**src/rtl/mem_arbiter.sv**
```systemverilog
`default_nettype none
// ============================================================================
// Module   : mem_arbiter
// Brief    : Two-master (IFU, LSU) to one-slave memory-port arbiter. It holds
//            one outstanding transaction at a time, uses round-robin on ties,
//            routes each response back to its owner, and times out a silent
//            memory.
// Revision : 1.0 - initial release
// ============================================================================
module mem_arbiter #(
   parameter int WIDTH   = 32,
   parameter int MASKW   = 8,
   parameter int TIMEOUT = 255
) (
   input  logic             clk,
   input  logic             rst,
   input  logic             ifu_req_valid,
   output logic             ifu_req_ready,
   input  logic [WIDTH-1:0] ifu_addr,
   output logic             ifu_resp_valid,
   output logic [WIDTH-1:0] ifu_rdata,
   input  logic             lsu_req_valid,
   output logic             lsu_req_ready,
   input  logic [WIDTH-1:0] lsu_addr,
   input  logic             lsu_wen,
   input  logic [WIDTH-1:0] lsu_wdata,
   input  logic [MASKW-1:0] lsu_wmask,
   output logic             lsu_resp_valid,
   output logic [WIDTH-1:0] lsu_rdata,
   output logic             mem_req_valid,
   input  logic             mem_req_ready,
   output logic [WIDTH-1:0] mem_addr,
   output logic             mem_wen,
   output logic [WIDTH-1:0] mem_wdata,
   output logic [MASKW-1:0] mem_wmask,
   input  logic             mem_resp_valid,
   input  logic [WIDTH-1:0] mem_rdata,
   output logic             busy,
   output logic             err
);

   localparam logic [15:0] c_timeout = 16'(TIMEOUT);

   typedef enum logic [1:0] {
      S_IDLE  = 2'd0,
      S_ISSUE = 2'd1,
      S_WAIT  = 2'd2
   } state_t;

   state_t           r_state;
   state_t           w_next;
   logic             r_owner_lsu;   // owner of the transaction in flight
   logic             r_last_lsu;    // most recent grant, for round-robin
   logic [15:0]      r_cnt;
   logic [WIDTH-1:0] r_addr;
   logic             r_wen;
   logic [WIDTH-1:0] r_wdata;
   logic [MASKW-1:0] r_wmask;
   logic             r_err;

   logic w_gnt_ifu;
   logic w_gnt_lsu;
   logic w_resp;      // genuine memory response in WAIT
   logic w_timeout;   // forced error response in WAIT
   logic w_stray;     // response arriving outside WAIT

   // Next-state, grant and response decode; everything is suppressed while rst is high
   always_comb begin
      w_next    = r_state;
      w_gnt_ifu = 1'b0;
      w_gnt_lsu = 1'b0;
      w_resp    = 1'b0;
      w_timeout = 1'b0;
      w_stray   = 1'b0;
      if (!rst) begin
         case (r_state)
            S_IDLE: begin
               // On a tie the master that did not win last time is granted
               w_gnt_lsu = lsu_req_valid && (!ifu_req_valid || !r_last_lsu);
               w_gnt_ifu = ifu_req_valid && (!lsu_req_valid ||  r_last_lsu);
               w_stray   = mem_resp_valid;
               if (w_gnt_lsu || w_gnt_ifu) begin
                  w_next = S_ISSUE;
               end
            end
            S_ISSUE: begin
               w_stray = mem_resp_valid;
               if (mem_req_ready) begin
                  w_next = S_WAIT;
               end
            end
            S_WAIT: begin
               if (mem_resp_valid) begin
                  w_resp = 1'b1;
                  w_next = S_IDLE;
               end else if (r_cnt == c_timeout) begin
                  w_timeout = 1'b1;
                  w_next    = S_IDLE;
               end
            end
            default: w_next = S_IDLE;
         endcase
      end
   end

   // State register, request latch, wait counter and sticky error flag
   always_ff @(posedge clk) begin
      if (rst) begin
         r_state     <= S_IDLE;
         r_owner_lsu <= 1'b0;
         r_last_lsu  <= 1'b0;
         r_cnt       <= 16'd0;
         r_addr      <= '0;
         r_wen       <= 1'b0;
         r_wdata     <= '0;
         r_wmask     <= '0;
         r_err       <= 1'b0;
      end else begin
         r_state <= w_next;
         if (w_gnt_lsu) begin
            r_owner_lsu <= 1'b1;
            r_last_lsu  <= 1'b1;
            r_addr      <= lsu_addr;
            r_wen       <= lsu_wen;
            r_wdata     <= lsu_wdata;
            r_wmask     <= lsu_wmask;
         end else if (w_gnt_ifu) begin
            r_owner_lsu <= 1'b0;
            r_last_lsu  <= 1'b0;
            r_addr      <= ifu_addr;
            r_wen       <= 1'b0;
            r_wdata     <= '0;
            r_wmask     <= '0;
         end
         if (r_state == S_ISSUE && mem_req_ready) begin
            r_cnt <= 16'd0;
         end else if (r_state == S_WAIT && !w_resp && !w_timeout) begin
            r_cnt <= r_cnt + 16'd1;
         end
         if (w_stray || w_timeout) begin
            r_err <= 1'b1;
         end
      end
   end

   // Responses go only to the owner; rdata is zero unless a real response is forwarded
   always_comb begin
      ifu_req_ready  = w_gnt_ifu;
      lsu_req_ready  = w_gnt_lsu;
      ifu_resp_valid = (w_resp || w_timeout) && !r_owner_lsu;
      lsu_resp_valid = (w_resp || w_timeout) &&  r_owner_lsu;
      ifu_rdata      = (w_resp && !r_owner_lsu) ? mem_rdata : '0;
      lsu_rdata      = (w_resp &&  r_owner_lsu) ? mem_rdata : '0;
      mem_req_valid  = (r_state == S_ISSUE);
      mem_addr       = r_addr;
      mem_wen        = r_wen;
      mem_wdata      = r_wdata;
      mem_wmask      = r_wmask;
      busy           = (r_state != S_IDLE);
      err            = r_err;
   end

endmodule
`default_nettype wire

```
**config.mk**
```make
export PLATFORM = sky130hd
export DESIGN_NAME = mem_arbiter
export DESIGN_NICKNAME = d
export VERILOG_FILES = /design/src/rtl/mem_arbiter.sv
export SDC_FILE = /design/constraint.sdc
export NUM_CORES = 1
export LEC_CHECK = 0
export BUFFER_PORTS_ARGS = -buffer_cell sky130_fd_sc_hd__buf_4
export CORE_AREA = 2 2 112 114
export DETAILED_ROUTE_END_ITERATION = 10
export DIE_AREA = 0 0 114 116
export GPL_TIMING_DRIVEN = 1
export PLACE_DENSITY = 0.75
export SLEW_MARGIN = 30
export SYNTH_ARGS = -nofsm -noshare
export SYNTH_HDL_FRONTEND = slang
export SYNTH_SLANG_ARGS = --single-unit
export TNS_END_PERCENT = 20
```
**constraint.sdc**
```tcl
create_clock -name clk -period 2.2 [get_ports clk]
set_clock_uncertainty 0.2 [all_clocks]
set_input_delay 0.44 -clock clk [delete_from_list [all_inputs] [get_ports clk]]
set_output_delay 0.44 -clock clk [all_outputs]
set_load 0.03 [all_outputs]
```
# == Yosys cells after proc, flatten, opt, wreduce, memory -nomap -nowiden ==
# Index checks and enable logic that the tools add are counted.
# word_totals
output_inout_bits,144
in_bits,143
regBits,93
# classes
reduce_logical,25
muxes,29
n_eq_ne,6
addsub,1
# ops
op,n
two-way mux 32 bit,6
adder 16 x 1 -> 16 bit (second input constant),1
equality test 16 x 8 -> 1 bit (second input constant),1
two-way mux 1 bit,16
two-way mux 8 bit,2
logical AND 1 bit,9
two-way mux 2 bit,4
one-hot mux 2 bit (3 select lines),1
logical NOT 1 bit,5
logical OR 1 bit,5
nonzero test 2 bit,2
OR reduction 2 bit,2
inequality test 3 bit (second input constant),1
AND reduction 3 bit,1
equality test 2 x 1 -> 1 bit (second input constant),1
equality test 2 bit (second input constant),1
logical NOT 2 bit,1
inequality test 2 x 1 -> 1 bit (second input constant),1
inequality test 2 bit (second input constant),1

# == Longest topological paths before layout ==
# Gate-level depths: netlist (run 1).
# depth
word_depth,7
mapped_depth,8

# == Worst setup path before layout (run 1) ==
# OpenSTA, ideal clock, no wires.
# synth_path
kind,flip-flop to output port
from,reg r_cnt[15]
to,out lsu_resp_valid
arrival_ns,2.401
n_path_buf,0
path_stages_with_launch,5
required_ns,1.560
slack_ns,-0.841
path_cell_list,dfxtp_1 > or4_4 > nor4_4 > nor2_1 > nor4b_1
# synth_via
elab_chain_cells,7
# synth_rtl
element,line_no,text
"start, declared",54,logic [15:0] r_cnt;
"start signal, assigned",138,r_cnt <= r_cnt + 16'd1;
equality test 16 x 8 -> 1 bit,96,end else if (r_cnt == c_timeout) begin
two-way mux 1 bit,96,
two-way mux 1 bit,93,if (mem_resp_valid) begin
two-way mux 1 bit,76,case (r_state)
two-way mux 1 bit,75,if (!rst) begin
logical OR 1 bit,151,lsu_resp_valid = (w_resp || w_timeout) && r_owner_lsu;
logical AND 1 bit,151,
"end, declared",28,"output logic lsu_resp_valid,"
# Every way passes these cells.

# == Worst setup path after layout (run 1) ==
# layout_path
from,reg r_cnt[8]
to,out ifu_resp_valid
# layout_via
elab_chain_cells,7
# layout_rtl
element,line_no,text
equality test 16 x 8 -> 1 bit,96,
two-way mux 1 bit,96,
two-way mux 1 bit,93,
two-way mux 1 bit,76,
two-way mux 1 bit,75,
logical OR 1 bit,150,ifu_resp_valid = (w_resp || w_timeout) && !r_owner_lsu;
logical AND 1 bit,150,
"end, declared",20,"output logic ifu_resp_valid,"
# Every way passes these cells.

==> results.toml, run 1 <==
[outcome]
status = "finished, violations left"
violations = "negative setup slack"

[detailed_routing]
vias = 4766
drc_errors = 0
ant_nets = 0
via_per_inst = 5.12
routedWlPerCell_um = 16.8
wirelength_um = 15600
drtPass1Iterations = 5
initialDrtViolationCount = 143

[logic_synthesis]
ys_types = 42
ys.flop_type = "dfxtp_1"
ys_seq_area_frac = 0.451
syn_nets = 625
synth-seq-cells = 93
synth-simple-area-share = 0.289
syn_area_per_cell_um2 = 8.58
synthCells = 481
yosysWarningCount = 0
synth_compound_area_frac = 0.190
yosys.area_share.adder = 0.00303
synthXorXnorAreaFrac = 0.0255
syn_area_mm2 = 0.00413
muxShareOfSynthArea = 0.00243
synthArstFlopShare = 0
synth_top_family_by_area = "simple AND/OR/NAND/NOR gates"
synth_edf_count = 0

[hold_path]
holdPathEnd = "r_state[0]"
worstHoldStart = "mem_req_ready"
hold_path_depth = 2
hp-class = "primary input to flip-flop"

[power]
p_int_uw = 3110
swShare = 0.285
power_density_mw_per_mm2 = 595
vdd_drop_max_uv = 383
clkPwrFrac = 0.349
power_frac_seq = 0.426
p_leak_uw = 0.00332
switchingPower_uw = 1240
power_frac_comb = 0.225

[setup_path]
cp_top_family = "simple AND/OR/NAND/NOR gates"
critPathMaxStageDelay_ps = 550
worstPathRequired_ps = 1560
r2r_end = "r_cnt[6]"
path_cells = "or4_4 > nor4_4 > nor2_4 > nor4_4 > buf_6"
crit_top_cell = "nor4_4"
endpoint_kind = "output port"
crit_type = "flip-flop to output port"
start_kind = "flip-flop"
path_max_fanout = 3
r2r_cells = 8
cp.arrival_ps = 2010
r2r_slack_ps = -60
cpMaxStageDelayCell = "or4_4"
timing.critical_path.buf_inv = 1
r2r-start = "r_cnt[8]"

[grt]
antenna_found_initial = 0
grt_usage = 0.218
grt_max_degree = 99
grt_pass1_vias = 4661
overflow = 0
grt_pass1_wl_um = 23000

[floorplanning]
rows = 40
io_pins = 287
dieArea_mm2 = 0.0132
die_y_um = 116
initial_core_util = 0.346
coreArea_mm2 = 0.0119
die_x_um = 114

[sta]
setup_ws_ps = -449
timing.final.max_slew_violations = 0
slew_headroom = 0.745
hold_violations = 0
tightest_slew_ps = 373
fin_setup_tns_ps = -1280
period_share = 1.20
grt_setup_unrepaired = "true"
setup_viol = 29
max_freq_mhz = 377
period_needed_ps = 2650

[clock_network]
cts_sinks = 93
cts-root-buf = "clkbuf_16"
insertion_delay_ps = 330
clock_path_buffers = 2
cts_tree = "done"
htree_levels = 3
numCtsBuffers = 9
cts.reportedPaths.clkPinSlew_ps = 60

[placement]
dp_hpwl_um = 11300
gp_congestion = 0.869
io_buffer_count = 286

[finish]
synthToLayoutAreaGrowth_pct = 77.3
mostFrequentLayoutCell = "buf_4"
layout_common_cells = "buf_4 (281), dfxtp_1 (89), nor2_1 (63)"
fin_util = 0.614
drive_gt1_frac = 0.502
diodes = 0
fin_nets = 922

[job]
max_cap_viol_count = 0
## how the worst max path moves through the flow
| stage | from | endpoint | slack [ps] | cells after the start |
|---|---|---|---|---|
| 2_1_floorplan | r_cnt[15] | lsu_resp_valid | -320 | 4 |
| 3_3_place_gp | r_cnt[15] | lsu_resp_valid | -90 | 5 |
| 3_5_place_dp | r_cnt[15] | lsu_resp_valid | -100 | 5 |
| 4_1_cts | r_cnt[15] | lsu_resp_valid | -420 | 5 |
| 5_1_grt | r_cnt[8] | lsu_resp_valid | -520 | 5 |
| 6_report | r_cnt[8] | ifu_resp_valid | -450 | 5 |
## registers in the layout, summed over array words and instances (netlist names)
register and count:
r_last_lsu 1, err 1, mem_wen 1, mem_wmask 8
mem_wdata 32, mem_addr 32, r_cnt 16, r_state 2
## Yosys cell counts, types with 3 or more instances
library cell | instances | area [µm²]
buf_1 | 9 | 33.8
nand3_1 | 6 | 30.0
nor2_1 | 64 | 240
o22ai_1 | 32 | 200
nor3_1 | 5 | 25.0
and3_1 | 3 | 18.8
nand4_1 | 6 | 37.5
nand3b_1 | 32 | 240
and2_1 | 64 | 400
nand2b_1 | 4 | 25.0
o21ai_0 | 33 | 165
clkbuf_1 | 28 | 105
a22oi_1 | 41 | 308
xor2_1 | 3 | 26.3
inv_1 | 3 | 11.3
dfxtp_1 | 93 | 1860
nand2_1 | 11 | 41.3
nor2b_1 | 3 | 18.8
a21oi_1 | 6 | 30.0
xnor2_1 | 9 | 78.8
## metrics by stage
step                total power [µW]  hold slack, ps  setup slack, ps  std cells  instance area, µm²
detailed placement              2850             277            -97.3        908                6670
CTS                             4370             135             -416        926                7090
finish                          4350             143             -449        930                7310
global route                    4530             153             -518        930                7310
floorplan                       2350             285             -320        481                4170
global placement                2830             275            -85.2        908                6670
## metal layers
layer | vias to the layer above | track usage | routed length, µm
met5 | - | 0 | 0
met3 | 27 | 0.0560 | 1170
met1 | 2218 | 0.235 | 5860
met2 | 224 | 0.410 | 8200
li1 | 2297 | - | -
met4 | 0 | 0.0829 | 351
## power groups by stage
stage | logic, µW | registers, µW | clock network (µW)
after global placement | 949 | 1880 | 0
after floorplan | 285 | 2070 | 0
final | 981 | 1850 | 1520
after CTS | 971 | 1850 | 1550
after global routing | 1040 | 1860 | 1620
after detailed placement | 967 | 1880 | 0
## worst reg2reg max path, delay by kind of cell, from the launching register on
kind,cells,cell delay (ps)
AO/OA/AOI/OAI,2,370
AND/OR/NAND/NOR,3,900
buffers and inverters,3,410
flip-flops,1,330
## cells by family (layout without fill, tap and decap cells)
logic type,after synthesis,in the layout
flip-flops,93,93
multiplexers,1,1
buffers and inverters,42,344
AO/OA/AOI/OAI,122,122
adder cells (fa/ha/maj),1,1
AND/OR/NAND/NOR,210,210
XOR/XNOR,12,12
## what timing repair did
action                     CTS  global route
pin swaps                    1            20
setup endpoints to repair   66            68
buffers inserted             1             3
resized for setup           25            56
cloned                       1             1
hold buffers                 0             0
## area by class of cell
type                       instances  area, µm²
multi-input combinational        346       2280
timing repair buffer             325       2680
inverter                           3       11.3
tap                              147        184
clock inverter                     5       60.1
fill                             999       4600
clock buffer                      11        233
sequential                        93       1870
(Power assumes the default switching activity.)
==> run 2: changes to the inputs <==
--- a/config.mk
+++ b/config.mk
@@ -6,11 +6,12 @@
 export NUM_CORES = 1
 export LEC_CHECK = 0
 export BUFFER_PORTS_ARGS = -buffer_cell sky130_fd_sc_hd__buf_4
-export CORE_AREA = 2 2 112 114
+export CORE_AREA = 2 2 111 113
 export DETAILED_ROUTE_END_ITERATION = 10
-export DIE_AREA = 0 0 114 116
+export DIE_AREA = 0 0 113 115
 export GPL_TIMING_DRIVEN = 1
-export PLACE_DENSITY = 0.75
+export PLACE_DENSITY = 0.7
+export SETUP_SLACK_MARGIN = 0.1
 export SLEW_MARGIN = 30
 export SYNTH_ARGS = -nofsm -noshare
 export SYNTH_HDL_FRONTEND = slang
==> constraint.sdc (replaced) <==
create_clock -name clk -period 3.3 [get_ports clk]
set_clock_uncertainty 0.2 [all_clocks]
set_input_delay 0.66 -clock clk [delete_from_list [all_inputs] [get_ports clk]]
set_output_delay 0.66 -clock clk [all_outputs]
set_load 0.03 [all_outputs]
==> results.toml, run 2 (synthesis gave the netlist of run 1 again) <==
[finish]
diodes = 0
fin_util = 0.569
drive_gt1_frac = 0.430
fin_nets = 893
fillers = 1083
synthToLayoutAreaGrowth_pct = 62.9
mostFrequentLayoutCell = "buf_4"
layout_common_cells = "buf_4 (294), dfxtp_1 (93), nor2_1 (64), and2_1 (64), a22oi_1 (41)"

[setup_path]
start_kind = "flip-flop"
r2r_end = "mem_addr[10]"
cp.arrival_ps = 2000
worstPathRequired_ps = 2440
crit_type = "flip-flop to output port"
r2r_cells = 6
r2r_slack_ps = 1120
r2r-start = "r_state[1]"
endpoint_kind = "output port"
cpMaxStageDelayCell = "or4_4"
path_max_fanout = 4
critPathMaxStageDelay_ps = 530
path_cells = "or4_4 > nor4_4 > nor2_1 > nor4b_2 > buf_4"

[sta]
period_needed_ps = 2860
hold_violations = 0
hold_ws_ps = 290
period_share = 0.868
setup_viol = 0
slew_headroom = 0.484
fin_setup_tns_ps = 0
max_freq_mhz = 349
tightest_slew_ps = 774
timing.final.max_slew_violations = 0
grt_setup_unrepaired = "false"

[hold_path]
holdPathEnd = "err"
worstHoldStart = "err"
hold_path_depth = 2
hp-class = "flip-flop to flip-flop"

[grt]
grt_usage = 0.207
grt_pass1_wl_um = 21900
antenna_found_initial = 0
grt_max_degree = 74
overflow = 0
grt_pass1_vias = 4408

[floorplanning]
rows = 40
die_x_um = 113
dieArea_mm2 = 0.0130
initial_core_util = 0.349
coreArea_mm2 = 0.0118
die_y_um = 115
io_pins = 287

[job]
max_cap_viol_count = 0

[power]
power.total_uw = 2810
vdd_drop_max_uv = 242
power_density_mw_per_mm2 = 418
p_leak_uw = 0.00306

[placement]
io_buffer_count = 286
gp_congestion = 0.862
dp_hpwl_um = 10700

[outcome]
status = "finished, violations left"
violations = "design-rule violations"

[clock_network]
cts-root-buf = "clkbuf_16"
holdBufCountCts = 0
post_cts_buffers = 0
cts_tree = "done"
numCtsBuffers = 9
cts_resized = 0
insertion_delay_ps = 330
clock_path_buffers = 2
htree_levels = 3
cts_sinks = 93
cts.reportedPaths.clkPinSlew_ps = 70

[detailed_routing]
ant_nets = 0
wl_met2_um = 6840
dr_wl_met3_um = 1490
wl_met1_um = 5430
drc_errors = 20
initialDrtViolationCount = 180
routedWlPerCell_um = 15.6
via_per_inst = 5.02
vias = 4526
wirelength_um = 14100
drtPass1Iterations = 8
top_layer = "met4"
==> run 2: changes by cell type in the layout (fill, tap and decap cells not counted), moves of 4 or more <==
cell / previous run / this run
buf_12: 5 / 1
and2_2: 4 / 0
and2_1: 34 / 64
and2_4: 26 / 0
buf_4: 281 / 294
dfxtp_1: 89 / 93
buf_6: 37 / 0
==> run 2: area by class of cell <==
class                           instances  area, µm²  area share
Clock buffer                            9        225      0.0335
Clock inverter                          7       51.3     0.00764
Inverter                                3       11.3     0.00168
Multi-Input combinational cell        346       2130       0.317
Sequential cell                        93       1860       0.277
Tap cell                              147        184      0.0274
Timing Repair Buffer                  296       2250       0.336
==> run 2: stage by stage <==
step	setup slack, ps	instance area (µm²)	instances
6_report	436	6720	901
5_1_grt	305	6720	901
4_1_cts	398	6690	900
3_5_place_dp	549	6410	884
3_3_place_gp	622	6410	884
2_1_floorplan	159	4130	481
==> run 2: per-layer routing <==
layer / vias up / global-route usage
li1: 2238 / -
met5: - / 0
met1: 2042 / 0.236
met2: 223 / 0.366
met3: 23 / 0.0643
met4: 0 / 0.0789
==> run 2: worst max-delay path, delay by kind of cell (launching register included) <==
family,cells,cell delay [ps]
flip-flops,1,340
buffers and inverters,1,200
AND/OR/NAND/NOR,4,1130
==> run 2: how the worst max path moves through the flow <==
stage	depth (start not counted)	slack, ps	startpoint	end
2_1_floorplan	4	160	r_cnt[15]	ifu_resp_valid
3_3_place_gp	6	620	rst	ifu_rdata[30]
3_5_place_dp	6	550	rst	ifu_rdata[20]
4_1_cts	5	400	r_cnt[15]	lsu_resp_valid
5_1_grt	5	310	r_cnt[8]	lsu_resp_valid
6_report	5	440	r_cnt[12]	lsu_resp_valid
==> run 2: power breakdown <==
group | internal, µW | total (µW) | switching [µW]
Clock | 513 | 952 | 439
Sequential | 1190 | 1230 | 41.3
Combinational | 279 | 625 | 346
==> run 3: changes to the inputs <==
--- a/config.mk
+++ b/config.mk
@@ -5,12 +5,13 @@
 export SDC_FILE = /design/constraint.sdc
 export NUM_CORES = 1
 export LEC_CHECK = 0
+export ABC_AREA = 1
 export BUFFER_PORTS_ARGS = -buffer_cell sky130_fd_sc_hd__buf_4
-export CORE_AREA = 2 2 111 113
+export CORE_AREA = 2 2 110 112
 export DETAILED_ROUTE_END_ITERATION = 10
-export DIE_AREA = 0 0 113 115
+export DIE_AREA = 0 0 112 114
 export GPL_TIMING_DRIVEN = 1
-export PLACE_DENSITY = 0.7
+export PLACE_DENSITY = 0.72
 export SETUP_SLACK_MARGIN = 0.1
 export SLEW_MARGIN = 30
 export SYNTH_ARGS = -nofsm -noshare
==> results.toml, run 3 <==
[sta]
slew_headroom = 0.479
setup_viol = 0
grt_setup_unrepaired = "false"
period_needed_ps = 2750
tightest_slew_ps = 782
max_freq_mhz = 363
fin_setup_tns_ps = 0
hold_violations = 0
period_share = 0.834
timing.final.max_slew_violations = 0

[detailed_routing]
drc_errors = 0
initialDrtViolationCount = 183
wl_met2_um = 7610
drtPass1Iterations = 5
dr_wl_met3_um = 1270
ant_nets = 0
via_per_inst = 4.74
vias = 4989
routedWlPerCell_um = 13.9
top_layer = "met4"
wl_met1_um = 5450
wirelength_um = 14600

[logic_synthesis]
synthArstFlopShare = 0
syn_nets = 777
ys_seq_area_frac = 0.434
ys.flop_type = "dfxtp_1"
synth_edf_count = 0
synth_most_common_cell = "nand2_1"
synth-seq-cells = 93
ys_types = 28
syn_area_per_cell_um2 = 6.77
yosysWarningCount = 0
yosysTopAreaCell = "dfxtp_1"
yosys-top-cells-area = "dfxtp_1 (43%), nand2_1 (11%), nor2_1 (9.7%), a21oi_1 (7.4%), nand3_1 (6.0%)"
yosys-top-cells-count = "nand2_1 (126), nor2_1 (111), dfxtp_1 (93)"
yosysTopAreaCellShare = 0.434
syn_area_mm2 = 0.00429
synthCells = 633

[placement]
dp_hpwl_um = 11100
gp_congestion = 0.808
io_buffer_count = 286

[hold_path]
hold_path_depth = 2
hp-class = "flip-flop to flip-flop"

[clock_network]
cts_sinks = 93
holdBufCountCts = 0
cts_tree = "done"
cts.reportedPaths.clkPinSlew_ps = 60
cts-root-buf = "clkbuf_16"
clock_path_buffers = 2
htree_levels = 3
insertion_delay_ps = 330
cts_resized = 0
post_cts_buffers = 0
numCtsBuffers = 9

[finish]
fillers = 1160
fin_util = 0.579
layout_common_cells = "buf_4 (296), nand2_1 (126), nor2_1 (111)"
regArea_mm2 = 0.00186
fin_nets = 1047
mostFrequentLayoutCell = "buf_4"
multi_input_area_mm2 = 0.00197
drive_gt1_frac = 0.358
diodes = 0
synthToLayoutAreaGrowth_pct = 58.3

[power]
power_density_mw_per_mm2 = 437
power.total_uw = 2970
vdd_drop_max_uv = 272
p_int_uw = 2130
power_frac_seq = 0.419
power_frac_comb = 0.221
switchingPower_uw = 841
p_leak_uw = 0.00330
swShare = 0.283
clkPwrFrac = 0.360

[grt]
grt_pass1_vias = 4640
grt_usage = 0.218
grt_max_degree = 74
grt_pass1_wl_um = 22700
antenna_found_initial = 0
overflow = 0

[floorplanning]
coreArea_mm2 = 0.0117
die_y_um = 114
initial_core_util = 0.366
dieArea_mm2 = 0.0128
rows = 40
io_pins = 287
die_x_um = 112

[setup_path]
endpoint_kind = "output port"
worstPathRequired_ps = 2440
path_max_fanout = 21
crit_type = "primary input to output port"
r2r_cells = 8
r2r_slack_ps = 1100
start_kind = "primary input"
cp.arrival_ps = 1890

[outcome]
status = "finished clean"

[job]
max_cap_viol_count = 0
run 3: cell types whose count changed in the layout (fill, tap and decap cells not counted), moves of 41 or more:
cell     previous run  this run
a21oi_1             6        63
a22oi_1            41         0
and2_1             64         0
inv_1               3        59
nand2_1            11       126
nand3_1             6        51
nor2_1             64       111
o21ai_1             0        50
run 3: stage by stage:
step	setup WS [ps]	area [µm²]	hold slack (ps)	cells
2_1_floorplan	589	4290	258	633
3_3_place_gp	580	6480	249	1039
3_5_place_dp	503	6480	253	1039
4_1_cts	502	6790	263	1053
5_1_grt	407	6790	278	1053
6_report	547	6790	262	1053
run 3: final timing paths:
path	startpoint	end
min reg2reg	mem_wdata[27]	mem_wdata[27]
max reg2reg	r_state[1]	mem_addr[12]
min	mem_wdata[27]	mem_wdata[27]
max	rst	ifu_req_ready
run 3: worst max-delay path: stages:
cell	delay, ps
buf_4	130
inv_6	160
buf_4	270
nand2_2	110
a211oi_1	320
buf_4	240
run 3: final cells by class:
cell class                      count  area share
Timing Repair Buffer              296       0.327
Multi-Input combinational cell    440       0.291
Sequential cell                    93       0.274
Inverter                           63      0.0356
Clock buffer                       10      0.0337
Tap cell                          147      0.0271
Clock inverter                      4      0.0109
run 3: kinds of logic after synthesis:
logic type | count (synthesis) | share of synthesized area
AO/OA/AOI/OAI | 134 | 0.161
adder cells (fa/ha/maj) | 1 | 0.00292
XOR/XNOR | 2 | 0.00409
buffers and inverters | 100 | 0.105
AND/OR/NAND/NOR | 303 | 0.292
flip-flops | 93 | 0.434
run 3: power by group through the flow:
stage	Combinational, µW	Clock (µW)	Sequential [µW]
after floorplan	211	0	1410
after global placement	659	0	1270
after detailed placement	663	0	1270
after CTS	663	1080	1240
after global routing	706	1130	1250
final	656	1070	1240
run 3: layer usage:
metal	track usage	vias up
li1	-	2557
met1	0.239	2211
met2	0.408	203
met3	0.0712	18
met4	0.0569	0
met5	0	-
